--- src/rtl/uart_byte_tx.sv ---
// 8N1 UART transmitter with a one-entry holding register.
// Bytes enter over a valid/ready handshake; a byte waiting in the holding
// register is loaded at the end of the current stop bit, so frames can run
// back-to-back with no idle gap. Line output and done pulse are registered.
module uart_byte_tx #(
   parameter int unsigned CLK_FREQ = 50_000_000,
   parameter int unsigned BAUD     = 9600
) (
   input  logic       clk,
   input  logic       rst_n,
   input  logic [7:0] tx_data,
   input  logic       tx_valid,
   output logic       tx_ready,
   output logic       uart_tx,
   output logic       tx_busy,
   output logic       tx_done
);

   // Clocks per bit (integer truncation); must be at least 2.
   localparam int unsigned BIT_CNT = CLK_FREQ / BAUD;
   localparam int unsigned CNT_W   = (BIT_CNT > 1) ? $clog2(BIT_CNT) : 1;
   localparam logic [CNT_W-1:0] CNT_LAST = CNT_W'(BIT_CNT - 1);

   typedef enum logic [1:0] {
      IDLE,
      START,
      DATA,
      STOP
   } state_t;

   state_t           state_q, state_d;
   logic [CNT_W-1:0] cnt_q, cnt_d;
   logic [2:0]       idx_q, idx_d;
   logic [7:0]       shift_q, shift_d;
   logic [7:0]       hold_q;
   logic             hold_full_q;
   logic             line_q, line_d;
   logic             done_q, done_d;

   logic             accept;
   logic             load;
   logic             bit_end;
   logic [2:0]       idx_inc;

   assign accept   = tx_valid && tx_ready;
   assign bit_end  = (cnt_q == CNT_LAST);
   assign idx_inc  = idx_q + 3'd1;

   assign tx_ready = !hold_full_q;
   assign tx_busy  = (state_q != IDLE) || hold_full_q;
   assign uart_tx  = line_q;
   assign tx_done  = done_q;

   // Holding register: filled on accept, emptied when its byte moves to the shifter.
   always_ff @(posedge clk or negedge rst_n) begin
      if (!rst_n) begin
         hold_q      <= '0;
         hold_full_q <= 1'b0;
      end else if (load) begin
         hold_full_q <= 1'b0;
      end else if (accept) begin
         hold_q      <= tx_data;
         hold_full_q <= 1'b1;
      end
   end

   // Frame state, bit timing, shifter and registered line/done outputs.
   always_ff @(posedge clk or negedge rst_n) begin
      if (!rst_n) begin
         state_q <= IDLE;
         cnt_q   <= '0;
         idx_q   <= '0;
         shift_q <= '0;
         line_q  <= 1'b1;
         done_q  <= 1'b0;
      end else begin
         state_q <= state_d;
         cnt_q   <= cnt_d;
         idx_q   <= idx_d;
         shift_q <= shift_d;
         line_q  <= line_d;
         done_q  <= done_d;
      end
   end

   // Next-state logic; the line value is computed one clock ahead so the pin is a flop.
   always_comb begin
      state_d = state_q;
      cnt_d   = cnt_q;
      idx_d   = idx_q;
      shift_d = shift_q;
      line_d  = line_q;
      done_d  = 1'b0;
      load    = 1'b0;

      case (state_q)
         IDLE: begin
            line_d = 1'b1;
            cnt_d  = '0;
            if (hold_full_q) begin
               load = 1'b1;
            end
         end

         START: begin
            if (bit_end) begin
               state_d = DATA;
               cnt_d   = '0;
               idx_d   = '0;
               line_d  = shift_q[0];
            end else begin
               cnt_d   = cnt_q + 1'b1;
            end
         end

         DATA: begin
            if (bit_end) begin
               cnt_d = '0;
               if (idx_q == 3'd7) begin
                  state_d = STOP;
                  line_d  = 1'b1;
               end else begin
                  idx_d  = idx_inc;
                  line_d = shift_q[idx_inc];
               end
            end else begin
               cnt_d = cnt_q + 1'b1;
            end
         end

         STOP: begin
            if (bit_end) begin
               cnt_d  = '0;
               line_d = 1'b1;
               if (hold_full_q) begin
                  load = 1'b1;
               end else begin
                  state_d = IDLE;
               end
            end else begin
               cnt_d = cnt_q + 1'b1;
            end
         end

         default: begin
            state_d = IDLE;
            cnt_d   = '0;
            line_d  = 1'b1;
         end
      endcase

      // A load from IDLE or from the last stop clock starts a fresh frame.
      if (load) begin
         shift_d = hold_q;
         state_d = START;
         cnt_d   = '0;
         idx_d   = '0;
         line_d  = 1'b0;
      end

      // Done is registered: it is high in the cycle whose state is the last stop clock.
      done_d = (state_d == STOP) && (cnt_d == CNT_LAST);
   end

endmodule
--- config.mk ---
export PLATFORM = sky130hd
export DESIGN_NAME = uart_byte_tx
export DESIGN_NICKNAME = d
export VERILOG_FILES = /design/src/rtl/uart_byte_tx.sv
export SDC_FILE = /design/constraint.sdc
export NUM_CORES = 1
export LEC_CHECK = 0
export ABC_CLOCK_PERIOD_IN_PS = 4150
export BUFFER_PORTS_ARGS = -buffer_cell sky130_fd_sc_hd__buf_2
export CAP_MARGIN = 20
export CORE_MARGIN = 2
export CORE_UTILIZATION = 51
export CTS_CLUSTER_SIZE = 24
export DETAILED_ROUTE_END_ITERATION = 10
export PLACE_DENSITY = 0.72
export SYNTH_ARGS = -nofsm -noshare
export SYNTH_HDL_FRONTEND = slang
export SYNTH_SLANG_ARGS = --single-unit
--- constraint.sdc ---
create_clock -name clk -period 4.15 [get_ports clk]
set_input_delay 0 -clock clk [delete_from_list [all_inputs] [get_ports clk]]
set_output_delay 0 -clock clk [all_outputs]
set_load 0.03 [all_outputs]
## Yosys cells after proc, flatten, opt, wreduce, memory -nomap -nowiden

Cells that the tools add are included.

| word-level totals | value |
|---|---|
| bits in registers | 37 |
| word-level logic and storage cells | 63 |

| operators by class | value |
|---|---|
| bitwise gates (word level) | 1 |
| reduce and logical (&&, ||, !) cells | 12 |
| $add $sub $neg | 2 |
| magnitude comparators | 1 |
| eq/ne operators | 11 |
| multiplexer cells | 28 |

Operators by type and width:

| cell | count |
|---|---|
| $eq A13 B13 Y1 const B | 2 |
| $mux W13 | 2 |
| $pmux W13 S2 | 1 |
| $add A13 B1 Y13 const B | 1 |
| $mux W2 | 6 |
| $mux W3 | 4 |
| $ne A3 B3 Y1 const B | 4 |
| $mux W1 | 10 |
| $eq A2 B2 Y1 const B | 3 |
| $pmux W2 S3 | 1 |
| $pmux W3 S2 | 1 |
| $lt A3 B4 Y1 const B | 1 |
| $pmux W1 S4 | 1 |
| $reduce_and A4 Y1 | 1 |
| $reduce_bool A2 Y1 | 2 |
| $add A3 B1 Y3 const B | 1 |
| $bmux W1 S3 | 1 |
| $eq A3 B3 Y1 const B | 1 |
| $reduce_and A3 Y1 | 1 |
| $reduce_bool A3 Y1 | 1 |
| $reduce_or A3 Y1 | 1 |
| $eq A2 B1 Y1 const B | 1 |
| $logic_and A1 B1 Y1 | 2 |
| $logic_not A2 Y1 | 1 |
| 5 further kinds | 5 |

## Depth between registers and ports, before layout

Gate-level depths: netlist of the first run.

| depth | value |
|---|---|
| depth after elaboration | 7 |
| mapped depth | 7 |
| mapped depth without buffers | 7 |

## Worst setup path after synthesis of the first run

Ideal clock, no wire load.

| path | value |
|---|---|
| kind | reg2reg |
| start | register cnt_q[0] |
| end | register done_q (netlist: tx_done) |
| buffers on the path | 0 |
| required time | 4039 ps |
| arrival time | 2264 ps |
| setup slack | 1775 ps |
| clock period less this slack | 2375 ps |
| cell stages (with the launch flop) | 7 |
| cells stage by stage | dfrtp_1 -> ha_1 -> or4b_4 -> o41a_1 -> a221oi_2 -> or3b_1 -> a2111oi_2 |

| on the way | value |
|---|---|
| longest elaborated chain between the ends | 6 |

Ends and longest elaborated chain:

| what | line | text |
|---|---|---|
| start, declared | 32 | `logic [CNT_W-1:0] cnt_q, cnt_d;` |
| start signal, assigned | 78 | `cnt_q <= cnt_d;` |
| $add A13 B1 Y13 or $eq A13 B13 Y1 (tied branches) | - |  |
| $mux W13, or another cell as far along | 106, 117, 132 |  |
| $pmux W13 S2, or another cell as far along | 96 | `case (state_q)` |
| $mux W13 or $mux W2 (tied branches) | 153 | `if (load) begin` |
| $eq A13 B13 Y1 or $eq A2 B2 Y1 (tied branches) | 162 | `done_d = (state_d == STOP) && (cnt_d == CNT_LAST);` |
| $logic_and A1 B1 Y1 * | 162 |  |
| net done_d | 38 | `logic done_q, done_d;` |
| end signal, assigned | 82 | `done_q <= done_d;` |
| end, declared | 38 |  |

Mark *: on every way through the listed nets, which the timed path passes. The rest lies on a longest branch.
A chain may end at the register's enable or synchronous reset.

## Final worst setup path of the first run

Ends and elaborated chain as after synthesis.

==> results of run 1 <==
## where the power goes
part           internal (mW)  leakage [nW]  switching (mW)
sequential             0.469         0.473          0.0691
combinational          0.218         0.449           0.219
clock                  0.118        0.0364           0.136
total                  0.805         0.959           0.424
## state kept, by name, indices dropped and copies added, names as in the netlist
register / cells
cnt_q: 13
hold_q: 8
shift_q: 8
idx_q: 3
state_q: 2
hold_full_q: 1
tx_done: 1
uart_tx: 1
## layer usage
metal | up-vias | GRT usage | share of wire
met5 | - | 0 | 0
met1 | 711 | 0.2324 | 0.43
met4 | 0 | 0.07398 | 0.013
met3 | 5 | 0.05068 | 0.031
li1 | 705 | - | -
met2 | 27 | 0.3700 | 0.53
## cell families after synthesis
family / count (synthesis) / share of synthesized area
flops: 37 / 0.4631
simple gates: 71 / 0.1888
buf+inv: 13 / 0.03000
xor+xnor: 12 / 0.05250
mux: 24 / 0.1437
fa+ha+maj: 9 / 0.05625
compound gates: 18 / 0.06562
## metrics by stage
step | utilization | std cells
after global placement | 0.5677 | 242
after global routing | 0.6192 | 260
after floorplan | - | 184
final | 0.6192 | 260
after CTS | 0.6192 | 260
after detailed placement | 0.5677 | 242
## worst paths after layout
kind,from,to,slack (ns)
worst max-delay path,cnt_q[0],tx_done,1.51
worst min-delay path,rst_n,cnt_q[10],0.32
worst max register to register,cnt_q[0],tx_done,1.51
worst min register to register,cnt_q[0],cnt_q[0],0.50
max in group asynchronous,rst_n,hold_q[6],3.32
min in group clk,tx_data[0],hold_q[0],0.48
## repair_timing
item                      in CTS  in global routing
hold endpoints to repair      45                  0
buffers inserted               0                  0
hold buffers                  10                  0
## cell type report
| type | instances | area, µm² | area share |
|---|---|---|---|
| tap | 48 | 60.06 | 0.02610 |
| clock buffer | 5 | 68.82 | 0.02991 |
| timing repair buffer | 25 | 177.7 | 0.07722 |
| clock inverter | 3 | 22.52 | 0.009788 |
| inverter | 8 | 30.03 | 0.01305 |
| multi-input combinational | 134 | 1015 | 0.4410 |
| sequential | 37 | 927.1 | 0.4029 |
## worst reg2reg max path, cell delays in order (launching register included)
cell	delay [ns]
dfrtp_1	0.40
ha_1	0.25
or4b_4	0.49
nor4_1	0.56
mux2i_1	0.34
nand4_1	0.15
a2111oi_2	0.35
## cell usage after synthesis (2+ instances only)
master | count | share of area
clkbuf_1 | 3 | 0.0056
inv_1 | 8 | 0.015
mux2i_1 | 4 | 0.020
nor4_1 | 3 | 0.0094
nand3b_1 | 7 | 0.026
xnor2_1 | 8 | 0.035
and3_1 | 2 | 0.0062
dfrtp_1 | 36 | 0.45
ha_1 | 9 | 0.056
nor3_1 | 2 | 0.0050
nand3_1 | 6 | 0.015
mux4_2 | 2 | 0.022
or3_1 | 3 | 0.0094
o21ai_0 | 6 | 0.015
a21oi_1 | 3 | 0.0075
nand2_1 | 11 | 0.021
or2_2 | 3 | 0.0094
xor2_1 | 4 | 0.017
nor2_1 | 23 | 0.043
mux2_2 | 18 | 0.10
nand4_1 | 2 | 0.0062
==> results.json, run 1 <==
{
  "grt_max_degree": 38,
  "ys_seq_elements": 37,
  "end_kind": "register",
  "power.total_mw": 1.229,
  "drcViolationCount": 0,
  "slowest_stage": "nor4_1",
  "port_buffers": 14,
  "maxCapViolCount": 0,
  "crit_cells": 6,
  "status": "finished clean",
  "start_util": 0.5387,
  "fin_crit_ns": 2.639,
  "powerDensity_nw_per_um2": 534.3,
  "antenna_found_initial": 0,
  "drt_iter0_drc": 124,
  "synthFlopType": "dfrtp_1",
  "clk_latency_ns": 0.29,
  "cts_tree": "built",
  "placementRows": 22,
  "layout-drive-gt1-share": 0.2358,
  "worst-setup-path-type": "register to register",
  "n_antenna_cell": 0,
  "synth_area_um2": 2002,
  "synth_async_sr_flop_share": 1.000,
  "power_leakage_nw": 0.9587,
  "htree_levels": 2,
  "num_io_pins": 15,
  "grt_overflow": 0,
  "drt_pass1_iterations": 4,
  "routedWlPerCell_um": 14.62,
  "cp-start-kind": "register",
  "dieArea_um2": 4442,
  "mostFrequentLayoutCells": "dfrtp_1 (36), nor2_1 (23), mux2_2 (18), buf_2 (14), nand2_1 (11)",
  "yosysWarningCount": 0,
  "layout_commonest_cell": "dfrtp_1",
  "die_w_um": 66.65,
  "dpl_cell_area_um2": 2110,
  "fillers": 314,
  "cp_slowest_stage_delay_ns": 0.56,
  "globalplace.congestion": 0.8372,
  "setup_tns_ns": 0,
  "grt_pass1_wl_um": 6713,
  "slew_viol_final": 0,
  "tightest_slew_ns": 0.7926,
  "clock_skew_ns": 0.008975,
  "cts.path.max_buffers": 2,
  "setup_slack_ns": 1.511,
  "cts_sinks": 37,
  "cts_buffers": 5,
  "ys_types": 42,
  "ant_nets": 0,
  "first_global_vias": 1486,
  "cts_resized": 0,
  "max_freq_mhz": 379.0,
  "synthesis.nets": 204,
  "max_slew_margin": 0.4716,
  "dp_hpwl_um": 2732,
  "synth_edf_count": 0,
  "detail_route.vias_per_cell": 5.569,
  "path_buf_inv": 0,
  "rsz0062_at_grt": "false",
  "coreArea_um2": 3716,
  "cp.arrival_ns": 2.83,
  "clk_pin_slew_ns": 0.08,
  "ff2ff_path_depth": 6,
  "area_delta_synth_final_pct": 14.94,
  "timing.final.crit_share": 0.6358,
  "synth-seq-area-share": 0.4631,
  "worstPathRequired_ns": 4.34,
  "ir_drop_mv": 0.3188,
  "worstPathCellList": "ha_1 > or4b_4 > nor4_1 > mux2i_1 > nand4_1 > a2111oi_2",
  "pre_cts_slack_ns": 1.554,
  "cpLargestDelayFamily": "simple AND/OR/NAND/NOR gates",
  "die_h_um": 66.65,
  "setup-violations-final": 0,
  "syn_area_per_cell_um2": 10.88,
  "min_path_type": "input pin to async pin",
  "nNetsFinal": 231,
  "totalWireLength_um": 3802,
  "timing_hold_violations_final": 0,
  "cts_root_buf": "clkbuf_8",
  "syn_inst": 184,
  "whs_ns": 0.3205,
  "fin_area_um2": 2301,
  "grt_usage": 0.2048,
  "worst-path-max-fanout": 5,
  "vias": 1448
}
(Power assumes the default switching activity.)
==> run 2: changes to the inputs <==
- ABC_CLOCK_PERIOD_IN_PS: 4150 -> 2600
- clock period: 4.15 -> 2.6 ns (I/O delays scaled with it)
==> run 2 against run 1 <==
Non-clock buffer count is 3 higher. Utilization is 0.81 points higher. Via count is 1.2% lower. Cell count is 0.77% higher. Worst setup slack worse by 1.4 ns. Wire length is 1.0% higher.
==> results.json, run 2 (synthesis results as in run 1) <==
{
  "largest_register": "cnt_q",
  "vias": 1430,
  "powerDensity_nw_per_um2": 855.5,
  "clk_pin_slew_ns": 0.07,
  "routedWlPerCell_um": 14.66,
  "start_util": 0.5387,
  "stdcell_count": 262,
  "internal_power_mw": 1.332,
  "worst-setup-path-type": "register to register",
  "drt_iter0_drc": 89,
  "ff2ff_path_depth": 6,
  "maxCapViolCount": 0,
  "ant_nets": 0,
  "antenna_found_initial": 0,
  "cpLargestDelayFamily": "compound AO/OA/AOI/OAI gates",
  "status": "finished clean",
  "dp_hpwl_um": 2756,
  "dieArea_um2": 4442,
  "fillers": 304,
  "slew_viol_final": 0,
  "cts.path.max_buffers": 2,
  "die_h_um": 66.65,
  "nNetsFinal": 234,
  "rsz0062_at_grt": "false",
  "detail_route.vias_per_cell": 5.458,
  "layout_commonest_cell": "dfrtp_1",
  "largestRegisters": "cnt_q x13, hold_q x8, shift_q x8",
  "n_antenna_cell": 0,
  "ir_drop_mv": 0.5221,
  "cts_sinks": 37,
  "seqPwrFrac": 0.433,
  "dpl.cell_count": 245,
  "cp_slowest_stage_delay_ns": 0.46,
  "path_buf_inv": 0,
  "htree_levels": 2,
  "p_sw_mw": 0.6621,
  "clk_latency_ns": 0.28,
  "grt_overflow": 0,
  "grt_usage": 0.2000,
  "grt_pass1_wl_um": 6713,
  "fin_util": 0.6273,
  "drcViolationCount": 0,
  "pwr-share-clk": 0.201,
  "rr_endpoint": "tx_done",
  "worstPathRequired_ns": 2.78,
  "num_io_pins": 15,
  "worst-path-max-fanout": 5,
  "coreArea_um2": 3716,
  "fin_crit_ns": 2.472,
  "mostFrequentLayoutCells": "dfrtp_1 (36), nor2_1 (23), mux2_2 (18), buf_2 (14), nand2_1 (11)",
  "grt_max_degree": 38,
  "cts_setup_buffers": 0,
  "layout-drive-gt1-share": 0.2430,
  "largest_register_ffs": 13,
  "drt_pass1_iterations": 4,
  "worstPathCellList": "ha_4 > or4b_4 > o41a_1 > a221oi_2 > or3b_1 > a2111oi_2",
  "placementRows": 22,
  "switching_share": 0.3320,
  "timing_hold_violations_final": 0,
  "power_frac_comb": 0.366,
  "cts_buffers": 5,
  "tightest_slew_ns": 0.7991,
  "area_delta_synth_final_pct": 16.44,
  "power.total_mw": 1.994,
  "globalplace.congestion": 0.8108,
  "end_kind": "register",
  "cts_tree": "built",
  "clock_skew_ns": 0.007800,
  "power_leakage_nw": 0.9796,
  "totalWireLength_um": 3841,
  "cp.arrival_ns": 2.65,
  "max_slew_margin": 0.4673,
  "min_path_type": "input pin to async pin",
  "rrSetupSlack_ns": 0.13,
  "max_freq_mhz": 404.6,
  "setup-violations-final": 0,
  "seqCellArea_um2": 927.1,
  "setup_tns_ns": 0,
  "port_buffers": 14,
  "multi_input_area_um2": 1027,
  "die_w_um": 66.65,
  "slowest_stage": "or4b_4",
  "cts_root_buf": "clkbuf_8",
  "cp-start-kind": "register",
  "first_global_vias": 1554,
  "timing.final.crit_share": 0.9506,
  "r2r-start": "cnt_q[0]"
}
[run 2: final cells by class]
class                   instances  share of cell area
multi-input cells             134              0.4407
inverters                       8             0.01288
well taps                      48             0.02576
repair buffers                 28             0.08588
clock buffers                   7             0.03704
flip-flops and latches         37              0.3977
[run 2: worst reg2reg max path, delay by kind of cell (launching register included)]
family / cells / cell delay [ns]
AO/OA/AOI/OAI: 3 / 0.90
flip-flops: 1 / 0.43
adder cells (fa/ha/maj): 1 / 0.18
AND/OR/NAND/NOR: 2 / 0.85
[run 2: worst max-delay path by stage]
stage | slack [ns] | startpoint | cells past startpoint | to
final | 0.13 | cnt_q[0] | 6 | tx_done
after global routing | 0.01 | cnt_q[0] | 6 | tx_done
after CTS | 0.09 | cnt_q[0] | 6 | tx_done
after detailed placement | 0.1 | cnt_q[0] | 6 | tx_done
after global placement | 0.17 | cnt_q[0] | 6 | tx_done
after floorplan | 0.22 | cnt_q[0] | 6 | tx_done
[run 2: repair_timing]
item,CTS,global route
gates resized for setup,0,2
endpoints found under the setup margin,0,1
hold endpoints to repair,45,0
hold buffers,10,0
[run 2: through the flow]
stage	instance area [µm²]	setup slack (ns)	hold slack (ns)
after floorplan	2002	0.2246	-0.2956
after global placement	2132	0.1701	0.1125
after detailed placement	2132	0.09639	0.1305
after CTS	2318	0.08562	0.3713
after global routing	2331	0.01127	0.4079
final	2331	0.1284	0.3397
[run 2: layer usage]
metal | track usage | part of all wire | wire (µm) | vias up
met5 | 0 | 0 | 0 | -
met4 | 0.07908 | 0.014 | 54 | 0
met3 | 0.03716 | 0.022 | 83 | 6
met2 | 0.3575 | 0.51 | 1975 | 24
met1 | 0.2352 | 0.45 | 1728 | 696
li1 | - | - | - | 704
[run 2: power groups by stage]
| stage | clock network [mW] | logic [mW] | registers [mW] |
|---|---|---|---|
| final | 0.401 | 0.730 | 0.863 |
| after global routing | 0.431 | 0.807 | 0.885 |
| after CTS | 0.406 | 0.730 | 0.857 |
| after detailed placement | 0 | 0.714 | 0.867 |
| after global placement | 0 | 0.687 | 0.856 |
| after floorplan | 0 | 0.536 | 0.846 |
==> run 3: changes to the inputs <==
- ABC_AREA: not set -> 1
- CAP_MARGIN: 20 -> 15
==> run 3 against run 2 <==
Via count rose by 22%. Register-to-register slack better by 0.41 ns. Utilization down 2.2 points. Area after synthesis increased by 4.3%. Global-route usage rose by 0.61 points. Wire length rose by 5.2%. First-iteration DRC count fell by 15%. Count of clock-buffer cells in the layout down 2. Die area is 4.0% higher. Sequential cell count stayed put. Total power increased by 20%. Highest routed layer unchanged.
==> results.json, run 3 <==
{
  "syn_area_per_cell_um2": 7.375,
  "fin_area_um2": 2404,
  "layout_commonest_cell": "nand2_1",
  "largest_register_ffs": 13,
  "dieArea_um2": 4620,
  "cts_tree": "built",
  "synthTopCellsByArea": "dfrtp_1 (43%), nand2_1 (14%), nor2_1 (8.1%)",
  "maxCapViolCount": 0,
  "synth_area_um2": 2087,
  "wirelength_met1_um": 2050,
  "clk_pin_slew_ns": 0.08,
  "grt_max_degree": 38,
  "yosysMostFrequentCell": "nand2_1",
  "whs_ns": 0.3160,
  "cts_root_buf": "clkbuf_8",
  "grt_overflow": 0,
  "detail_route.vias_per_cell": 4.833,
  "totalWireLength_um": 4042,
  "end_kind": "register",
  "antenna_found_initial": 0,
  "syn_inst": 283,
  "max_slew_margin": 0.4804,
  "ant_nets": 0,
  "slew_viol_final": 0,
  "fin_util": 0.6052,
  "worstPathCellList": "ha_1 > nand2_2 > inv_2 > nand2_1 > nor2_2 > nand3_1 > nand2_2 > nand2_4 > nand3_1 > a21oi_1",
  "htree_levels": 2,
  "max_freq_mhz": 486.2,
  "vias": 1740,
  "timing_hold_violations_final": 0,
  "dp_hpwl_um": 2904,
  "dr_wl_met2_um": 1784,
  "worst-setup-path-type": "register to register",
  "coreArea_um2": 3971,
  "num_io_pins": 15,
  "drt_iter0_drc": 76,
  "cp.arrival_ns": 2.26,
  "cts_setup_buffers": 0,
  "grt_pass1_wl_um": 7182,
  "cp-start-kind": "register",
  "synth_async_sr_flop_share": 1.000,
  "powerDensity_nw_per_um2": 995.8,
  "n_antenna_cell": 0,
  "die_w_um": 67.97,
  "worstPathRequired_ns": 2.80,
  "tightest_slew_ns": 0.7795,
  "cts_sinks": 37,
  "slowest_stage": "dfrtp_1",
  "synth-seq-area-share": 0.4442,
  "dpl_cell_area_um2": 2191,
  "dpl.cell_count": 342,
  "clk_latency_ns": 0.29,
  "routedWlPerCell_um": 11.23,
  "largest_register": "cnt_q",
  "synth_edf_count": 0,
  "worst-path-max-fanout": 28,
  "drt_pass1_iterations": 4,
  "wl_met3_um": 146,
  "port_buffers": 14,
  "synthesis.nets": 303,
  "synth_top_area_cell": "dfrtp_1",
  "die_h_um": 67.97,
  "area_delta_synth_final_pct": 15.17,
  "timing.final.crit_share": 0.7910,
  "yosys-top-cells-count": "nand2_1 (76), nor2_1 (45), dfrtp_1 (36)",
  "power_leakage_nw": 1.252,
  "mostFrequentLayoutCells": "nand2_1 (76), nor2_1 (45), dfrtp_1 (36), inv_1 (35), nand3_1 (16)",
  "synth_top_area_share": 0.4317,
  "rsz0062_at_grt": "false",
  "globalplace.congestion": 0.8830,
  "yosysWarningCount": 0,
  "placementRows": 23,
  "fillers": 383,
  "drcViolationCount": 0,
  "cts.path.max_buffers": 2,
  "start_util": 0.5255,
  "status": "finished clean",
  "first_global_vias": 1660,
  "pre_cts_slack_ns": 0.5559,
  "ys_seq_elements": 37,
  "clock_skew_ns": 0.009670,
  "ir_drop_mv": 0.5660,
  "nNetsFinal": 329,
  "synthFlopType": "dfrtp_1",
  "fin_crit_ns": 2.057,
  "layout-drive-gt1-share": 0.1258,
  "cp_slowest_stage_delay_ns": 0.42,
  "setup-violations-final": 0,
  "min_path_type": "input pin to async pin",
  "grt_usage": 0.2061,
  "setup_slack_ns": 0.5433,
  "ys_types": 25,
  "largestRegisters": "cnt_q x13, hold_q x8, shift_q x8",
  "setup_tns_ns": 0,
  "power.total_mw": 2.393,
  "stdcell_count": 360,
  "cts_buffers": 5,
  "top_layer": "met4"
}
[run 3: changes by cell type after synthesis, moves of 10 or more]
cell | previous run | this run
mux2_2 | 18 | 0
inv_1 | 8 | 35
nand2_1 | 11 | 76
nand3_1 | 6 | 16
nor2_1 | 23 | 45
a21oi_1 | 3 | 14
o21ai_1 | 1 | 12
[run 3: final timing paths]
check                      cells past startpoint  slack [ns]  startpoint         end
max                                           10        0.54    cnt_q[0]    cnt_q[9]
min reg2reg                                    2        0.47     uart_tx     uart_tx
min in group clk                               2        0.47     uart_tx     uart_tx
max in group asynchronous                      2        1.78       rst_n    cnt_q[4]
max reg2reg                                   10        0.54    cnt_q[0]    cnt_q[9]
min                                            2        0.32       rst_n  state_q[1]
[run 3: cells by family (layout without fill, tap and decap cells)]
| family | count (synthesis) | in the layout | share of synthesized area |
|---|---|---|---|
| XOR/XNOR | 5 | 5 | 0.02099 |
| AND/OR/NAND/NOR | 154 | 154 | 0.3118 |
| flip-flops | 37 | 37 | 0.4442 |
| AO/OA/AOI/OAI | 36 | 36 | 0.08873 |
| buffers and inverters | 42 | 69 | 0.08034 |
| adder cells (fa/ha/maj) | 9 | 9 | 0.05396 |
[run 3: layer usage]
layer,track usage,vias up
met5,0,-
met4,0.08000,0
met3,0.04112,7
met2,0.3192,36
met1,0.2848,762
li1,-,935
[run 3: report_power, final]
group          leakage, nW  switching [mW]  internal [mW]
logic                0.730           0.668          0.349
clock network       0.0585           0.206          0.287
registers            0.463           0.110          0.773
[run 3: worst max-delay path: cells and delay by family, from the launching register on]
family          cells  cell delay (ns)
flops               1             0.42
simple gates        7             0.99
buf+inv             1             0.05
fa+ha+maj           1             0.26
compound gates      1             0.25
[run 3: repair_timing]
action,4_1_cts,5_1_grt
resized for setup,0,0
hold endpoints to repair,45,0
hold buffers,10,0
[run 3: layout make-up]
cell class	instances	area, µm²	area share
multi-input cells	204	992.2	0.4128
flip-flops and latches	37	927.1	0.3857
repair buffers	24	170.2	0.07080
inverters	37	138.9	0.05778
clock buffers	5	68.82	0.02863
well taps	50	62.56	0.02603
clock inverters	3	43.79	0.01822
